[config.mk]
export PLATFORM = sky130hd
export DESIGN_NAME = reg_file_32x32
export DESIGN_NICKNAME = d
export VERILOG_FILES = /design/src/rtl/reg_file_32x32_pkg.sv /design/src/rtl/reg_file_32x32_wr_decoder.sv /design/src/rtl/reg_file_32x32.sv
export SDC_FILE = /design/constraint.sdc
export NUM_CORES = 2
export LEC_CHECK = 0
export BUFFER_PORTS_ARGS = -buffer_cell sky130_fd_sc_hd__buf_4
export CAP_MARGIN = 40
export CORE_UTILIZATION = 45
export DETAILED_ROUTE_END_ITERATION = 10
export GPL_TIMING_DRIVEN = 0
export PLACE_DENSITY = 0.59
export SETUP_SLACK_MARGIN = 0.3
export SYNTH_ARGS = -nofsm -noshare
export SYNTH_HDL_FRONTEND = slang
export SYNTH_SLANG_ARGS = --single-unit
[constraint.sdc]
create_clock -name clk -period 8.01 [get_ports clk]
set_input_delay 2.403 -clock clk [delete_from_list [all_inputs] [get_ports clk]]
set_output_delay 2.403 -clock clk [all_outputs]
set_load 0.05 [all_outputs]
[src/rtl/reg_file_32x32_pkg.sv]
// Shared sizing and types for the MIPS general-purpose register file.
package regfile_pkg;
  localparam int DATA_W   = 32;
  localparam int ADDR_W   = 5;
  localparam int NUM_REGS = 32;

  typedef logic [ADDR_W-1:0] reg_addr_t;
  typedef logic [DATA_W-1:0] reg_data_t;

  localparam reg_addr_t REG_ZERO = 5'd0;
  localparam reg_addr_t REG_RA   = 5'd31;
endpackage

[src/rtl/reg_file_32x32_wr_decoder.sv]
// Write-address decoder: turns we/wa into a one-hot per-register enable.
// Register 0 never gets an enable, so it can never be written.
module reg_wr_decoder
  import regfile_pkg::*;
(
  input  logic                we,
  input  reg_addr_t           wa,
  output logic [NUM_REGS-1:0] en
);

  always_comb begin
    en = '0;
    for (int i = 1; i < NUM_REGS; i++) begin
      en[i] = we & (wa == reg_addr_t'(i));
    end
  end

endmodule

[src/rtl/reg_file_32x32.sv]
// 32x32 register file: one synchronous write port, two combinational read ports.
// Define REG_FILE_WR_BYPASS_EN to forward same-cycle write data to the read ports.
module reg_file_32x32
  import regfile_pkg::*;
(
  input  logic      clk,
  input  logic      rst_n,
  input  logic      we,
  input  reg_addr_t wa,
  input  reg_data_t wd,
  input  reg_addr_t ra1,
  input  reg_addr_t ra2,
  output reg_data_t rd1,
  output reg_data_t rd2
);

  logic [NUM_REGS-1:0] en;
  reg_data_t           regs_q [NUM_REGS];
  reg_data_t           regs_d [NUM_REGS];

  reg_wr_decoder u_wr_decoder (
    .we (we),
    .wa (wa),
    .en (en)
  );

  always_comb begin
    for (int i = 0; i < NUM_REGS; i++) begin
      regs_d[i] = en[i] ? wd : regs_q[i];
    end
  end

  always_ff @(posedge clk or negedge rst_n) begin
    if (!rst_n) begin
      for (int i = 0; i < NUM_REGS; i++) begin
        regs_q[i] <= '0;
      end
    end else begin
      for (int i = 0; i < NUM_REGS; i++) begin
        regs_q[i] <= regs_d[i];
      end
    end
  end

`ifdef REG_FILE_WR_BYPASS_EN
  // Forwarding is gated by rst_n so the ports still read zero during reset.
  logic fwd1;
  logic fwd2;

  assign fwd1 = rst_n & we & (wa != REG_ZERO) & (ra1 == wa);
  assign fwd2 = rst_n & we & (wa != REG_ZERO) & (ra2 == wa);

  always_comb begin
    rd1 = (ra1 == REG_ZERO) ? '0 : (fwd1 ? wd : regs_q[ra1]);
    rd2 = (ra2 == REG_ZERO) ? '0 : (fwd2 ? wd : regs_q[ra2]);
  end
`else
  always_comb begin
    rd1 = (ra1 == REG_ZERO) ? '0 : regs_q[ra1];
    rd2 = (ra2 == REG_ZERO) ? '0 : regs_q[ra2];
  end
`endif

endmodule

**Word level (Yosys, flattened, before mapping)**

Cells that the tools add are included.

- $lt $le $gt $ge: 2
- Equality and inequality tests: 31
- Multiplexer cells: 8
- Bitwise logic cells: 33
- Reduce and logical (&&, ||, !) cells: 2

Operator list:

| kind | number |
|---|---|
| 32-bit binary-select mux with 5-bit select | 2 |
| 32-bit 2-to-1 mux | 6 |
| 5-bit equality test (second input constant) | 16 |
| 5-bit by 4-bit equality test with 1-bit output (second input constant) | 8 |
| 1-bit AND | 31 |
| 5-bit by 3-bit equality test with 1-bit output (second input constant) | 4 |
| 6-bit greater-or-equal comparator (second input constant) | 2 |
| 5-bit inverter with 6-bit output | 2 |
| 5-bit by 2-bit equality test with 1-bit output (second input constant) | 2 |
| 5-bit zero test | 2 |
| 5-bit by 1-bit equality test with 1-bit output (second input constant) | 1 |

- Register bits: 992
- Output and inout port bits: 64

**Depth between registers and ports, before layout**

- Depth after elaboration: 5
- Depth in mapped cells: 9

**By module**

A second synthesis with hierarchy kept.

- Cells, all modules: 3,534
- Area total of the unflattened synthesis: 54,290.8 sq um

Modules (own cells, without submodules):

| module | times used | cells each | area an instance (sq um) | sequential area each (sq um) |
|---|---|---|---|---|
| reg_file_32x32 | 1 | 3,486 | 54,053.1 | 25,624.6 |
| reg_wr_decoder | 1 | 48 | 237.7 | 0.0 |

**Worst setup path before layout**

No wires, ideal clock.

- Path kind: input to output
- From: in ra2[0]
- To: out rd2[31]
- Data arrival time: 4.962 ns
- Path slack: 0.645 ns
- Stages: 8
- Cells stage by stage: buf_2 buf_6 buf_4 buf_6 buf_6 o311ai_0 a211oi_1 nor4_1

- Cells in the longest elaborated chain, start to end: 5
- Elaborated cells between the ends (all ways): 6

RTL lines:

| item | line | source |
|---|---|---|
| start, declared | reg_file_32x32.sv:12 | `input reg_addr_t ra2,` |
| 5-bit inverter with 6-bit output (implied by the code) | reg_file_32x32.sv:60 | `rd2 = (ra2 == REG_ZERO) ? '0 : regs_q[ra2];` |
| 32-bit binary-select mux with 5-bit select | reg_file_32x32.sv:60 |  |
| 32-bit 2-to-1 mux (implied by the code) (2 in series) | reg_file_32x32.sv:60 |  |
| 32-bit 2-to-1 mux (*) | reg_file_32x32.sv:60 |  |
| end, declared | reg_file_32x32.sv:14 | `output reg_data_t rd2` |

Mark *: on every way between the ends. The rest lies on a longest branch, timed or not. The select of a mux whose other input is x is not followed.

**Worst setup path after layout**

- From: in ra2[2]
- To: out rd2[30]

Same word-level chain as after synthesis.

==> metrics.md <==
| Metric | Value |
|---|---|
| Run status | `complete, no violations` |
| Placeable Area | `around 0.11 mm2` |
| Unique cell type count in the Yosys netlist | `48` |
| Layout overhead on the synthesized area | `13.7%` |
| Worst Setup Path Type | `in -> out` |
| Minimum period implied by the final worst setup slack | `7.83 ns` |
| Ratio of routed vias to standard cells | `~6.8` |
| First-pass GRT wire length | `around 290,000 um` |
| Cell with the most instances after synthesis | `mux2_2` |
| Drt total wl | `211,000 um` |
| Total placed instance area | `0.0559 mm2` |
| Dominant synthesized flop cell | `dfrtp_1` |
| Horizontal die dimension | `344 um` |
| Post-synth EDFFs | `0` |
| Clock insertion delay at the later pin of the skew report | `just over 0.7 ns` |
| Part of the cycle the worst path needs | `97.7%` |
| Type of destination of the critical path | `primary output` |
| Origin of the critical flop-to-flop path | `regs_q[373]$_DFFE_PN0P_` |
| Startpoint kind of the worst setup timing path | `input pin` |
| Unrepaired setup endpoints after global routing | `true` |
| Post-synthesis instance area | `0.0525 mm2` |
| Final hold violation count | `0` |
| Final setup violating endpoints | `0` |
| Fin. max-slew vios | `0` |
| Worst r2r path cells | `1` |
| Final nets | `just under 4,000` |
| Number of clock sinks seen by CTS | `992` |
| Starting density of the core | `45.7%` |
| Cell type contributing the most total cell area after synthesis | `dfrtp_1` |
| Final std cell area, no fill | `0.0597 mm2` |
| Biggest regs | `regs_q: 992 flops` |
| Total Power Consumption | `15.4 mW` |
| Worst Skew | `0 ns` |
| Hold Path Origin | `regs_q[367]$_DFFE_PN0P_` |
| Number of detailed-routing iterations run before antenna repair | `6` |
| Share of layout cells above drive strength 1 | `50.5%` |
| YS warnings | `0` |
| Endpoint, Worst Hold | `regs_q[367]$_DFFE_PN0P_` |
| Clock slew at reported path FFs | `roughly 0.06 ns` |
| Peak ir drop on the vdd network | `just under 0.2 mV` |
| Clock tree from TritonCTS | `done` |
| CP max stage cell | `clkbuf_1` |
| Synth Register Bits | `between 900 and 1,000` |
| Max-capacitance violation count | `0` |
| Post-DRT Antenna Nets | `0` |
| Commonest cells in the netlist | `mux2_2 (1,038), dfrtp_1 (992), mux4_2 (383), clkbuf_1 (179), buf_2 (164)` |
| Required @ worst endpoint | `between 5 and 6 ns` |
| Clk Tree Root Cell | `clkbuf_16` |
| DP Wirelength | `between 100,000 and 150,000 um` |
| Maximum number of pins on one net before global-route repair | `between 150 and 200` |
| Number of placement rows | `between 100 and 150` |
| Sequential fraction of the synthesis area | `47.3%` |
| Leading post-synthesis cells by cell area | `dfrtp_1 (47%), mux2_2 (22%), mux4_2 (16%)` |
| Leakage power | `about 26 nW` |
| Final routed wire length divided by cell count | `about 39 um` |
| Post-Synthesis Mean Instance Area | `between 10 and 15 um2` |
| Min-Delay Path Class | `reg -> reg` |
| Max reg flops | `992` |
| Power per cell area | `between 200 and 300 mW/mm2` |
| Nets in the synthesized netlist | `~3,600` |
| Via count | `37,000` |
| Transition time at the pin with the least slew margin | `1.12 ns` |
| Die height | `344 um` |
| Placer's final routability congestion estimate | `0.995` |
| Drt drc | `0` |
| Top cell type's share of synthesized area | `~47%` |
| Remaining global-route overflow | `0` |
| Worst-path fanout max | `10` |
| Number of antenna violations at the first check in global routing | `8` |
| Post-synthesis async set-or-reset flop share | `100%` |
| Most flop-heavy register | `regs_q` |
| Synthesized instance count | `3,573` |
| Hold-fix buffers, CTS | `0` |
| Number of levels the H-tree was split into | `3` |
| Worst Hold Path Cells | `1` |
| Register-to-register path setup slack | `7.18 ns` |
| Top-level port count | `114` |
| WP data arrival | `5.43 ns` |
| Count of buffers inserted at the top-level ports | `107` |
| Cells along the critical path | `buf_4 > buf_2 > buf_2 > nand3_1 > clkbuf_1 > buf_8 > o22ai_1 > nor3_1 > buf_4` |
| Clock Path Buffers | `3` |
| Worst path max stage delay | `0.63 ns` |
| Highest attainable clock frequency | `approximately 0.13 GHz` |
| Violation count after the first detailed-route iteration | `~5,000` |
| Global-route usage over all layers | `between 30% and 40%` |
| Slew headroom | `24.9%` |
| Total die area | `0.118 mm2` |
| Endpoint of the lowest-slack register-to-register path | `regs_q[373]$_DFFE_PN0P_` |
| Vias in the first global route | `37,000` |
| Cts bufs inserted | `112` |
worst max-delay path, delay by kind of cell:
kind	cells	cell delay [ns]
AND/OR/NAND/NOR	2	0.90
buffers and inverters	6	2.00
AO/OA/AOI/OAI	1	0.10
report_power, final:
part / leakage (nW) / internal, mW / switching, mW / total (mW)
registers: 12.7 / 6.00 / 0.738 / 6.74
logic: 11.5 / 1.81 / 1.63 / 3.44
clock network: 1.81 / 3.01 / 2.20 / 5.21
cell type report:
cell class	count	area (um2)
clock inverter	33	314
inverter	3	11.3
timing repair buffer	155	1530
multi-input combinational	2187	25900
clock buffer	170	3330
fill	9809	55200
tap	1512	1890
antenna	7	17.5
buffer	391	1920
sequential	992	24800
through the flow:
stage          TNS (ns)  util [%]  setup WS [ns]  std cells  hold WS [ns]
6_report              0      51.9          0.181       5450         0.514
5_1_grt               0      51.9          0.262       5443         0.535
4_1_cts               0      51.9          0.307       5443         0.515
3_5_place_dp    -0.0756      48.7        -0.0615       5240         0.501
3_3_place_gp   -7752.56      48.0          -8.00       5192         0.492
2_1_floorplan         0         -          0.645       3573         0.471
cell usage in the layout (no fill, tap or decap), drive strengths merged, types with 31 or more instances in the layout:
cell type,instances
mux2i,130
a221oi,39
dfrtp,992
o22ai,64
nand2b,32
nand3,54
mux4,383
buf,359
mux2,1059
o31a,31
a22oi,121
clkbuf,357
nand2,38
nor2,53
nor3,37
per-layer routing:
metal | vias up | track usage (%) | part of all wire [%]
met3 | 554 | 12.6 | 12
met1 | 19900 | 48.8 | 40
met4 | 6 | 18.1 | 5.4
met2 | 2126 | 51.5 | 43
met5 | - | 0.401 | 0.044
li1 | 14400 | - | -
worst max-delay path by stage:
stage / end / startpoint / cells after the start
after floorplan: rd2[31] / ra2[0] / 8
after global placement: regs_q[18]$_DFFE_PN0P_ / rst_n / 1
after detailed placement: rd1[10] / ra1[0] / 9
after CTS: rd1[10] / ra1[0] / 9
after global routing: rd1[17] / ra1[1] / 10
final: rd2[30] / ra2[2] / 9
repair_timing:
action	in CTS	in global routing
cloned	0	0
setup endpoints to repair	36	11
hold endpoints to repair	0	0
buffers inserted	0	0
pin swaps	1	2
resized for setup	19	23
cells by family after synthesis:
kind of cell    Yosys count  synth area share, %
simple gates            271                 2.65
flops                   992                 47.3
compound gates          344                 4.93
buf+inv                 394                 3.54
mux                    1572                 41.6
Power figures use the tool's default switching activity.
